===== src/rtl/debug_dump_host.sv =====
// Host end of the debug link: sends one command byte, then gathers the
// streamed dump into a single wide frame.
module debug_dump_host #(
    parameter int DEBUG_W = 322,
    parameter int NBYTES  = 41,
    parameter int TIMEOUT = 1000000
) (
    input  logic               clk,
    input  logic               reset,
    input  logic               cmd_valid,
    input  logic [7:0]         cmd_byte,
    output logic               cmd_ready,
    output logic               tx_start,
    output logic [7:0]         tx_data,
    input  logic               tx_done_tick,
    input  logic               rx_done_tick,
    input  logic [7:0]         rx_data,
    output logic [DEBUG_W-1:0] frame,
    output logic               frame_valid,
    output logic               timeout_err,
    output logic               busy
);

    localparam int BW = $clog2(NBYTES + 1);
    localparam int TW = $clog2(TIMEOUT + 1);

    typedef enum logic [2:0] {
        IDLE,
        SEND,
        WAIT_TX,
        RECV,
        DONE
    } state_t;

    state_t state, state_d;

    logic [BW-1:0]      bcnt;
    logic [TW-1:0]      tcnt;
    logic [DEBUG_W-1:0] shadow;
    logic               last_byte;
    logic               tc;

    assign last_byte = (bcnt == BW'(NBYTES - 1));
    assign tc        = (tcnt == TW'(TIMEOUT - 1));
    assign cmd_ready = (state == IDLE);
    assign busy      = (state != IDLE);

    always_ff @(posedge clk or posedge reset) begin
        if (reset) state <= IDLE;
        else       state <= state_d;
    end

    always_comb begin
        state_d = state;
        unique case (state)
            IDLE:    if (cmd_valid) state_d = SEND;
            SEND:    state_d = WAIT_TX;
            WAIT_TX: if (tx_done_tick) state_d = RECV;
            RECV: begin
                // An arriving byte takes priority over the terminal count
                if (rx_done_tick) begin
                    if (last_byte) state_d = DONE;
                end else if (tc) begin
                    state_d = IDLE;
                end
            end
            DONE:    state_d = IDLE;
            default: state_d = IDLE;
        endcase
    end

    always_ff @(posedge clk or posedge reset) begin
        if (reset) begin
            tx_start    <= 1'b0;
            tx_data     <= '0;
            frame       <= '0;
            frame_valid <= 1'b0;
            timeout_err <= 1'b0;
            bcnt        <= '0;
            tcnt        <= '0;
            shadow      <= '0;
        end else begin
            tx_start    <= 1'b0;
            frame_valid <= 1'b0;
            timeout_err <= 1'b0;
            unique case (state)
                IDLE: if (cmd_valid) tx_data <= cmd_byte;
                SEND: tx_start <= 1'b1;
                WAIT_TX: begin
                    if (tx_done_tick) begin
                        bcnt <= '0;
                        tcnt <= '0;
                    end
                end
                RECV: begin
                    if (rx_done_tick) begin
                        // Bits of the last byte beyond DEBUG_W fall off here
                        for (int b = 0; b < DEBUG_W; b++) begin
                            if (BW'(b / 8) == bcnt)
                                shadow[b] <= rx_data[3'(b % 8)];
                        end
                        bcnt <= bcnt + 1'b1;
                        tcnt <= '0;
                    end else if (tc) begin
                        timeout_err <= 1'b1;
                    end else begin
                        tcnt <= tcnt + 1'b1;
                    end
                end
                DONE: begin
                    frame       <= shadow;
                    frame_valid <= 1'b1;
                end
                default: ;
            endcase
        end
    end

endmodule


===== config.mk =====
export PLATFORM = sky130hd
export DESIGN_NAME = debug_dump_host
export DESIGN_NICKNAME = d
export VERILOG_FILES = /design/src/rtl/debug_dump_host.sv
export SDC_FILE = /design/constraint.sdc
export NUM_CORES = 1
export LEC_CHECK = 0
export ABC_AREA = 1
export CAP_MARGIN = 20
export CORE_ASPECT_RATIO = 0.5
export CORE_MARGIN = 8
export CORE_UTILIZATION = 45
export DETAILED_ROUTE_END_ITERATION = 16
export PLACE_DENSITY = 0.71
export SYNTH_ARGS = -nofsm -noshare
export SYNTH_HDL_FRONTEND = slang
export SYNTH_SLANG_ARGS = --single-unit

===== constraint.sdc =====
create_clock -name clk -period 20.4 [get_ports clk]
set_input_delay 2.04 -clock clk [delete_from_list [all_inputs] [get_ports clk]]
set_output_delay 2.04 -clock clk [all_outputs]
set_load 0.1 [all_outputs]

Yosys cells after proc, flatten, opt, wreduce, memory -nomap -nowiden

Cells that the tools add are included.

Reductions and logical operators: 49
Add/subtract/negate cells: 2
Equality and inequality tests: 52
Mux-type cells: 18

Operators with widths:

| operator                                            | number |
|---|---|
| AND reduction 3 bit                                 | 43 |
| equality test 5 x 6 -> 1 bit, first input constant  | 16 |
| 2-to-1 mux 20 bit                                   | 3 |
| equality test 6 bit, first input constant           | 9 |
| equality test 4 x 6 -> 1 bit, first input constant  | 8 |
| one-hot mux 20 bit (2 select lines)                 | 1 |
| equality test 3 x 6 -> 1 bit, first input constant  | 4 |
| adder 20 x 1 -> 20 bit, second input constant       | 1 |
| equality test 20 bit, second input constant         | 1 |
| 2-to-1 mux 3 bit                                    | 5 |
| equality test 2 x 6 -> 1 bit, first input constant  | 2 |
| 2-to-1 mux 6 bit                                    | 2 |
| one-hot mux 3 bit (4 select lines)                  | 1 |
| one-hot mux 6 bit (2 select lines)                  | 1 |
| inequality test 3 bit, second input constant        | 3 |
| adder 6 x 1 -> 6 bit, second input constant         | 1 |
| equality test 1 x 6 -> 1 bit, first input constant  | 1 |
| equality test 3 x 2 -> 1 bit, second input constant | 2 |
| equality test 6 bit, second input constant          | 1 |
| logical NOT 6 bit                                   | 1 |
| inequality test 2 bit, second input constant        | 3 |
| 2-to-1 mux 1 bit                                    | 5 |
| AND reduction 4 bit                                 | 1 |
| equality test 3 x 1 -> 1 bit, second input constant | 1 |
| other kinds (5)                                     | 5 |

Input bits: 21
Flip-flop bits (word level): 364
Word-level logic and storage cells: 170
Output and inout port bits: 335

Logic depth before layout (Yosys ltp)

Gate-level depths: netlist of run 1.

Depth after elaboration: 4
Gate-level depth with buffers: 10
Gate-level depth less buffers: 10

Least setup slack after synthesis of run 1

Ideal clock, no wire load.

Kind: reg-to-output
From: register state[2]
To: output busy
Data arrival time: 2.897 ns
Stages on the path, launching flop included: 5
Data required time: 18.360 ns
Slack: 15.463 ns
Buffers on the path: 0
Cell sequence: dfrtp_1 nor2_1 inv_1 nor2_1 inv_1

Longest elaborated chain between the ends: 1

Ends and longest elaborated chain:

| what                   | RTL line | RTL |
|---|---|---|
| start, declared        | 35       | `state_t state, state_d;` |
| start signal, assigned | 50       | `else state <= state_d;` |
| nonzero test 3 bit     | 46       | `assign busy = (state != IDLE);` |
| end, declared          | 21       | `output logic busy` |

Every way passes these cells.

Worst setup path after layout of run 1

From: register state[2]
To: output cmd_ready

Longest elaborated chain between the ends: 1

Ends and longest elaborated chain:

| what              | RTL line | RTL |
|---|---|---|
| logical NOT 3 bit | 45       | `assign cmd_ready = (state == IDLE);` |
| end, declared     | 12       | `output logic cmd_ready,` |

Every way passes these cells.

==> flow_metrics.py, run 1 <==
metrics = {
    "clock_network": {
        "clock_sinks": 364,
        "clkTransAtPathRegs_ns": 0.06,
        "cts_setup_buffers": 0,
        "cts_root_buf": "clkbuf_16",
        "insertion_delay_ns": 0.54,
        "cts_tree": "done",
        "h-tree-depth": 2,
        "cts_resized": 0,
        "clk_path_buf_depth": 3,
        "cts_buffers": 35,
        "holdBufCountCts": 0,
    },
    "synth": {
        "synth_area_mm2": 0.0156,
        "synthCells": 1743,
        "synth_top_area_share_pct": 58.4,
        "synth_ff_type": "dfrtp_1",
        "ys_ff_latch": 364,
        "syn_area_per_cell_um2": 8.95,
        "synthArstFlopShare_pct": 100,
        "yosysTopAreaCell": "dfrtp_1",
        "yosysUniqueCellTypes": 30,
        "yosysSeqAreaShare_pct": 58.4,
        "synth_area_leaders": "dfrtp_1 (58%), nand2_1 (19%), buf_4 (7.8%)",
        "yosysWarnings": 0,
        "synth_edf_count": 0,
    },
    "timing": {
        "max_slew_margin_pct": 28.3,
        "hold_viol": 0,
        "setup_viol": 0,
        "rsz0062_at_grt": "false",
        "finalCriticalPeriod_ns": 4.86,
        "fin_crit_sh_pct": 23.8,
        "maxSlewViolCount": 0,
        "hold_ws_ns": 0.441,
        "worstMarginPinSlew_ns": 1.07,
        "tns_ns": 0,
        "fmax_mhz": 206,
        "clock_skew_ns": 0.0321,
    },
    "pwr": {
        "power_leakage_uw": 0.00963,
        "netSwitchingFraction_pct": 34.8,
        "p_int_uw": 1170,
        "p_switching_uw": 623,
        "p_comb_share_pct": 21.2,
        "total_power_uw": 1790,
        "clockPowerShare_pct": 35.0,
        "seqPwrFrac_pct": 43.8,
        "powerDensity_mw_per_mm2": 96.9,
        "irDropWorstVdd_uv": 57.0,
    },
    "route": {
        "ant_nets": 0,
        "wl_per_cell_um": 15.7,
        "viasPerCell": 4.69,
        "first_iter_violations": 921,
        "wl_um": 38100,
        "vias": 11388,
        "drc": 0,
        "drt_pre_antenna_iters": 5,
    },
    "global_routing": {
        "grt_pass1_vias": 11082,
        "grt_pass1_wl_um": 60800,
        "antenna_found_initial": 0,
        "grt_usage_pct": 18.0,
        "grt_overflow": 0,
        "grt_max_degree": 169,
    },
    "setup_path": {
        "rrSetupSlack_ns": 17.90,
        "startpoint": "state[2]$_DFFE_PP0P_",
        "cp_top_family": "buffers and inverters",
        "r2r_cells": 7,
        "path_depth": 4,
        "cp.arrival_ns": 2.82,
        "crit_path_start_kind": "register",
        "reg2reg_to": "frame[194]$_DFFE_PP0P_",
        "crit_required_ns": 18.36,
        "worst-path-max-fanout": 4,
        "r2r_start": "state[1]$_DFFE_PP0P_",
        "critPathSlowestCell": "clkdlybuf4s50_1",
        "cp-end-kind": "output port",
        "critPathCapture": "cmd_ready",
        "critPathKind": "register to output port",
        "path_cells": "nor2_1, inv_1, nor2_1, clkdlybuf4s50_1",
        "slowest_delay_ns": 1.23,
        "crit_buf_inv": 2,
        "cpMostUsedCell": "nor2_1",
    },
    "min_path": {
        "hold_class": "register to register",
    },
    "floorplan": {
        "core_mm2": 0.0343,
        "num_rows": 48,
        "ioPinCount": 356,
        "floorplan.initialDensity_pct": 45.5,
        "fp.dieArea_mm2": 0.0412,
        "die_width_um": 279,
        "die_h_um": 148,
    },
    "layout": {
        "nNetsFinal": 1952,
        "num_antenna_cells": 0,
        "area_delta_synth_final_pct": 18.5,
        "drive_above_1_share_pct": 5.69,
        "postLayoutCoreUtil_pct": 53.9,
    },
    "placed_design": {
        "gp_congestion": 0.837,
        "dp_hpwl_um": 24800,
        "io_buffers": 191,
    },
    "flow_run": {
        "maxCapViolCount": 0,
    },
    "status": {
        "status": "completed",
    },
}
cell families (layout without fill, tap and decap cells):
group / Yosys count / in the layout / synth area share [%]
AND/OR/NAND/NOR: 913 / 913 / 23.8
flip-flops: 364 / 364 / 58.4
buffers and inverters: 271 / 321 / 10.7
AO/OA/AOI/OAI: 177 / 177 / 5.82
multiplexers: 8 / 8 / 0.578
adder cells (fa/ha/maj): 5 / 5 / 0.401
XOR/XNOR: 4 / 4 / 0.225
other: 1 / 160 / 0.0240
worst min path at each step:
stage,startpoint,end,slack (ns),depth (start not counted)
3_5_place_dp,shadow[27]$_DFFE_PP0P_,frame[27]$_DFFE_PP0P_,0.45,2
6_report,shadow[179]$_DFFE_PP0P_,frame[179]$_DFFE_PP0P_,0.44,2
4_1_cts,shadow[179]$_DFFE_PP0P_,frame[179]$_DFFE_PP0P_,0.44,2
2_1_floorplan,shadow[0]$_DFFE_PP0P_,frame[0]$_DFFE_PP0P_,0.44,2
5_1_grt,shadow[179]$_DFFE_PP0P_,frame[179]$_DFFE_PP0P_,0.44,2
3_3_place_gp,shadow[304]$_DFFE_PP0P_,frame[304]$_DFFE_PP0P_,0.45,2
routing by layer:
| layer | wire length [um] | vias up | global-route usage, % |
|---|---|---|---|
| met2 | 19400 | 284 | 31.7 |
| met1 | 16100 | 5566 | 22.9 |
| met4 | 827 | 0 | 5.04 |
| met5 | 0 | - | 0 |
| li1 | - | 5488 | - |
| met3 | 1790 | 50 | 3.30 |
layout by cell type (no fill, tap or decap), drive strengths merged:
cell	n
clkinv	6
nand3	36
nand2	803
buf	13
clkdlybuf4s50	191
conb	160
inv	56
clkbuf	51
xor2	3
nor3	6
or2	2
a21oi	2
nand4	5
dfrtp	364
clkinvlp	4
ha	5
o211ai	2
nand3b	4
mux2	8
o21bai	1
nor2	57
o21ai	172
xnor2	1
stage by stage:
stage	setup WS (ns)	cell area [um^2]	cells
floorplan	8.26	16200	1902
global placement	16.15	17400	2363
detailed placement	16.14	17400	2363
CTS	15.57	18500	2426
global route	15.47	18500	2427
finish	15.54	18500	2427
state kept, by name, summed over array words and instances (netlist names):
| name | flops |
|---|---|
| tx_data | 8 |
| tcnt | 20 |
| state | 3 |
| frame_valid | 1 |
| shadow | 162 |
| tx_start | 1 |
| frame | 162 |
| bcnt | 6 |
| timeout_err | 1 |
synthesized netlist by cell type (4+ instances only):
master	instances
nand2_1	781
dfrtp_1	364
buf_4	161
o21ai_0	92
o21ai_1	76
nor2_1	55
inv_1	51
clkbuf_1	37
nand3_1	36
nand2_4	22
buf_2	11
mux2_2	8
buf_1	6
ha_1	5
nand4_1	5
nand3b_1	4
nor3_1	4
o21ai_2	4
area by class of cell:
type                    count  area [um^2]
clock inverters            12         92.6
fillers                  3087        15800
flip-flops and latches    364         9110
multi-input cells        1267         5420
clock buffers              51         1010
well taps                 475          594
repair buffers            204         2040
inverters                  54          213
power by group through the flow:
| stage | combinational (uW) | clock (uW) | sequential, uW |
|---|---|---|---|
| finish | 380 | 627 | 784 |
| floorplan | 281 | 0 | 856 |
| global route | 402 | 671 | 789 |
| CTS | 381 | 640 | 784 |
| detailed placement | 380 | 0 | 797 |
| global placement | 376 | 0 | 795 |
tightest hold or removal path: stages, from the launching register on:
cell and delay, ns:
dfrtp_1 0.34, nand2_1 0.05, nand2_1 0.05
Power figures use the tool's default switching activity.
==> inputs of run 2 (changes only) <==
--- a/config.mk
+++ b/config.mk
@@ -11,7 +11,7 @@
 export CORE_MARGIN = 8
 export CORE_UTILIZATION = 45
 export DETAILED_ROUTE_END_ITERATION = 16
-export PLACE_DENSITY = 0.71
+export PLACE_DENSITY = 0.74
 export SYNTH_ARGS = -nofsm -noshare
 export SYNTH_HDL_FRONTEND = slang
 export SYNTH_SLANG_ARGS = --single-unit
==> constraint.sdc (replaced) <==
create_clock -name clk -period 4.2 [get_ports clk]
set_input_delay 0.42 -clock clk [delete_from_list [all_inputs] [get_ports clk]]
set_output_delay 0.42 -clock clk [all_outputs]
set_load 0.1 [all_outputs]
==> run 2 against run 1 <==
Net effect: final area grew 0.39%; via count down 0.18%; global-route usage down 0.053 points; die area unchanged; register-to-register slack worse by 16 ns; sequential share of layout area fell by 0.19 points; cell count down 0.12%; setup slack worse by 15 ns; highest routed layer unchanged; wire length shrank 0.28%; clock skew down 0.0069 ns; clock power increased to 5.0 times the previous value.
==> flow_metrics.py, run 2 (same netlist as run 1, synthesis figures left out) <==
metrics = {
    "status": {
        "status": "completed",
    },
    "pwr": {
        "seqPwrFrac_pct": 43.1,
        "total_power_uw": 8830,
        "p_int_uw": 5860,
        "irDropWorstVdd_uv": 404,
        "netSwitchingFraction_pct": 33.6,
        "p_switching_uw": 2970,
        "power_leakage_uw": 0.00968,
        "powerDensity_mw_per_mm2": 476,
        "p_comb_share_pct": 21.0,
        "clockPowerShare_pct": 35.8,
    },
    "route": {
        "drt-met1-wl_um": 15600,
        "wl_um": 38000,
        "wl_met2_um": 19600,
        "wl_met3_um": 1840,
        "drc": 0,
        "ant_nets": 0,
        "viasPerCell": 4.69,
        "vias": 11368,
        "highest_layer": "met4",
        "wl_per_cell_um": 15.7,
        "drt_pre_antenna_iters": 5,
        "first_iter_violations": 859,
    },
    "floorplan": {
        "die_width_um": 279,
        "core_mm2": 0.0343,
        "ioPinCount": 356,
        "floorplan.initialDensity_pct": 45.5,
        "num_rows": 48,
        "die_h_um": 148,
        "fp.dieArea_mm2": 0.0412,
    },
    "timing": {
        "worstMarginPinSlew_ns": 1.09,
        "rsz0062_at_grt": "false",
        "max_slew_margin_pct": 27.3,
        "fin_crit_sh_pct": 75.5,
        "tns_ns": 0,
        "clock_skew_ns": 0.0251,
        "setup_viol": 0,
        "hold_viol": 0,
        "fmax_mhz": 315,
        "maxSlewViolCount": 0,
        "finalCriticalPeriod_ns": 3.17,
    },
    "layout": {
        "postLayoutCoreUtil_pct": 54.1,
        "area_delta_synth_final_pct": 19.0,
        "nNetsFinal": 1952,
        "final_area_mm2": 0.0186,
        "top_regs": "frame: 162 flops, shadow: 162 flops, tcnt: 20 flops",
        "drive_above_1_share_pct": 5.80,
        "final_cell_mix": "nand2_1 (780), dfrtp_1 (364), clkdlybuf4s50_1 (191)",
        "nFillCells": 2979,
        "final_cells": 2424,
        "num_antenna_cells": 0,
        "final_common_cell": "nand2_1",
    },
    "setup_path": {
        "r2r_cells": 8,
        "reg2reg_to": "shadow[34]$_DFFE_PP0P_",
        "slowest_delay_ns": 1.21,
        "cp_top_family": "buffers and inverters",
        "worst-path-max-fanout": 4,
        "crit_required_ns": 3.78,
        "cpMostUsedCell": "nor2_1",
        "critPathCapture": "cmd_ready",
        "path_depth": 4,
        "crit_path_start_kind": "register",
        "startpoint": "state[2]$_DFFE_PP0P_",
        "crit_buf_inv": 2,
        "path_cells": "nor2_1, inv_1, nor2_1, clkdlybuf4s50_1",
        "r2r_start": "state[1]$_DFFE_PP0P_",
        "critPathKind": "register to output port",
        "cp-end-kind": "output port",
        "critPathSlowestCell": "clkdlybuf4s50_1",
        "rrSetupSlack_ns": 1.95,
        "cp.arrival_ns": 2.75,
    },
    "clock_network": {
        "insertion_delay_ns": 0.52,
        "cts_setup_buffers": 0,
        "cts_resized": 0,
        "clk_path_buf_depth": 3,
        "holdBufCountCts": 0,
        "cts_tree": "done",
        "cts_buffers": 34,
        "clock_sinks": 364,
        "cts_root_buf": "clkbuf_16",
        "clkTransAtPathRegs_ns": 0.06,
        "h-tree-depth": 2,
    },
    "global_routing": {
        "grt_overflow": 0,
        "grt_max_degree": 142,
        "grt_pass1_vias": 11225,
        "grt_usage_pct": 18.0,
        "antenna_found_initial": 0,
        "grt_pass1_wl_um": 60800,
    },
    "placed_design": {
        "io_buffers": 191,
        "place_area_mm2": 0.0174,
        "gp_congestion": 0.857,
        "place_inst": 2365,
        "dp_hpwl_um": 25300,
    },
    "min_path": {
        "hold_class": "input pin to async pin",
    },
    "flow_run": {
        "maxCapViolCount": 0,
    },
}
-- run 2: cell types whose count changed in the layout (fill, tap and decap cells not counted), sizes merged --
cell,change
buf,+1
bufinv,+3
clkbuf,-2
clkinvlp,-3
inv,-2
-- run 2: how the worst min path moves through the flow --
stage                                  end  slack (ns)
global route         frame[35]$_DFFE_PP0P_        0.26
floorplan             frame[0]$_DFFE_PP0P_        0.44
finish               frame_valid$_DFF_PP0_        0.22
detailed placement  frame[267]$_DFFE_PP0P_        0.45
global placement    frame[208]$_DFFE_PP0P_        0.45
CTS                  frame_valid$_DFF_PP0_        0.22
-- run 2: power groups by stage --
stage / Clock (uW) / Sequential, uW / Combinational, uW
2_1_floorplan: 0 / 4160 / 1360
3_3_place_gp: 0 / 3860 / 1830
3_5_place_dp: 0 / 3870 / 1860
4_1_cts: 3220 / 3810 / 1860
5_1_grt: 3370 / 3830 / 1960
6_report: 3160 / 3810 / 1860
-- run 2: final cells by class --
cell class	instances	area [um^2]	area share, %
clock buffers	49	1020	5.49
clock inverters	10	133	0.715
inverters	54	209	1.13
multi-input cells	1267	5420	29.2
flip-flops and latches	364	9110	49.1
well taps	475	594	3.20
repair buffers	205	2070	11.1
-- run 2: per-stage QoR --
stage	setup slack [ns]	hold slack [ns]
6_report	1.03	0.222
5_1_grt	0.921	0.256
4_1_cts	1.03	0.220
3_5_place_dp	1.56	0.453
3_3_place_gp	1.58	0.448
2_1_floorplan	-1.10	0.442
-- run 2: per-layer routing --
metal | track usage [%] | up-vias
met5 | 0 | -
met4 | 5.35 | 0
met3 | 2.72 | 53
met2 | 32.2 | 316
met1 | 22.5 | 5504
li1 | - | 5495
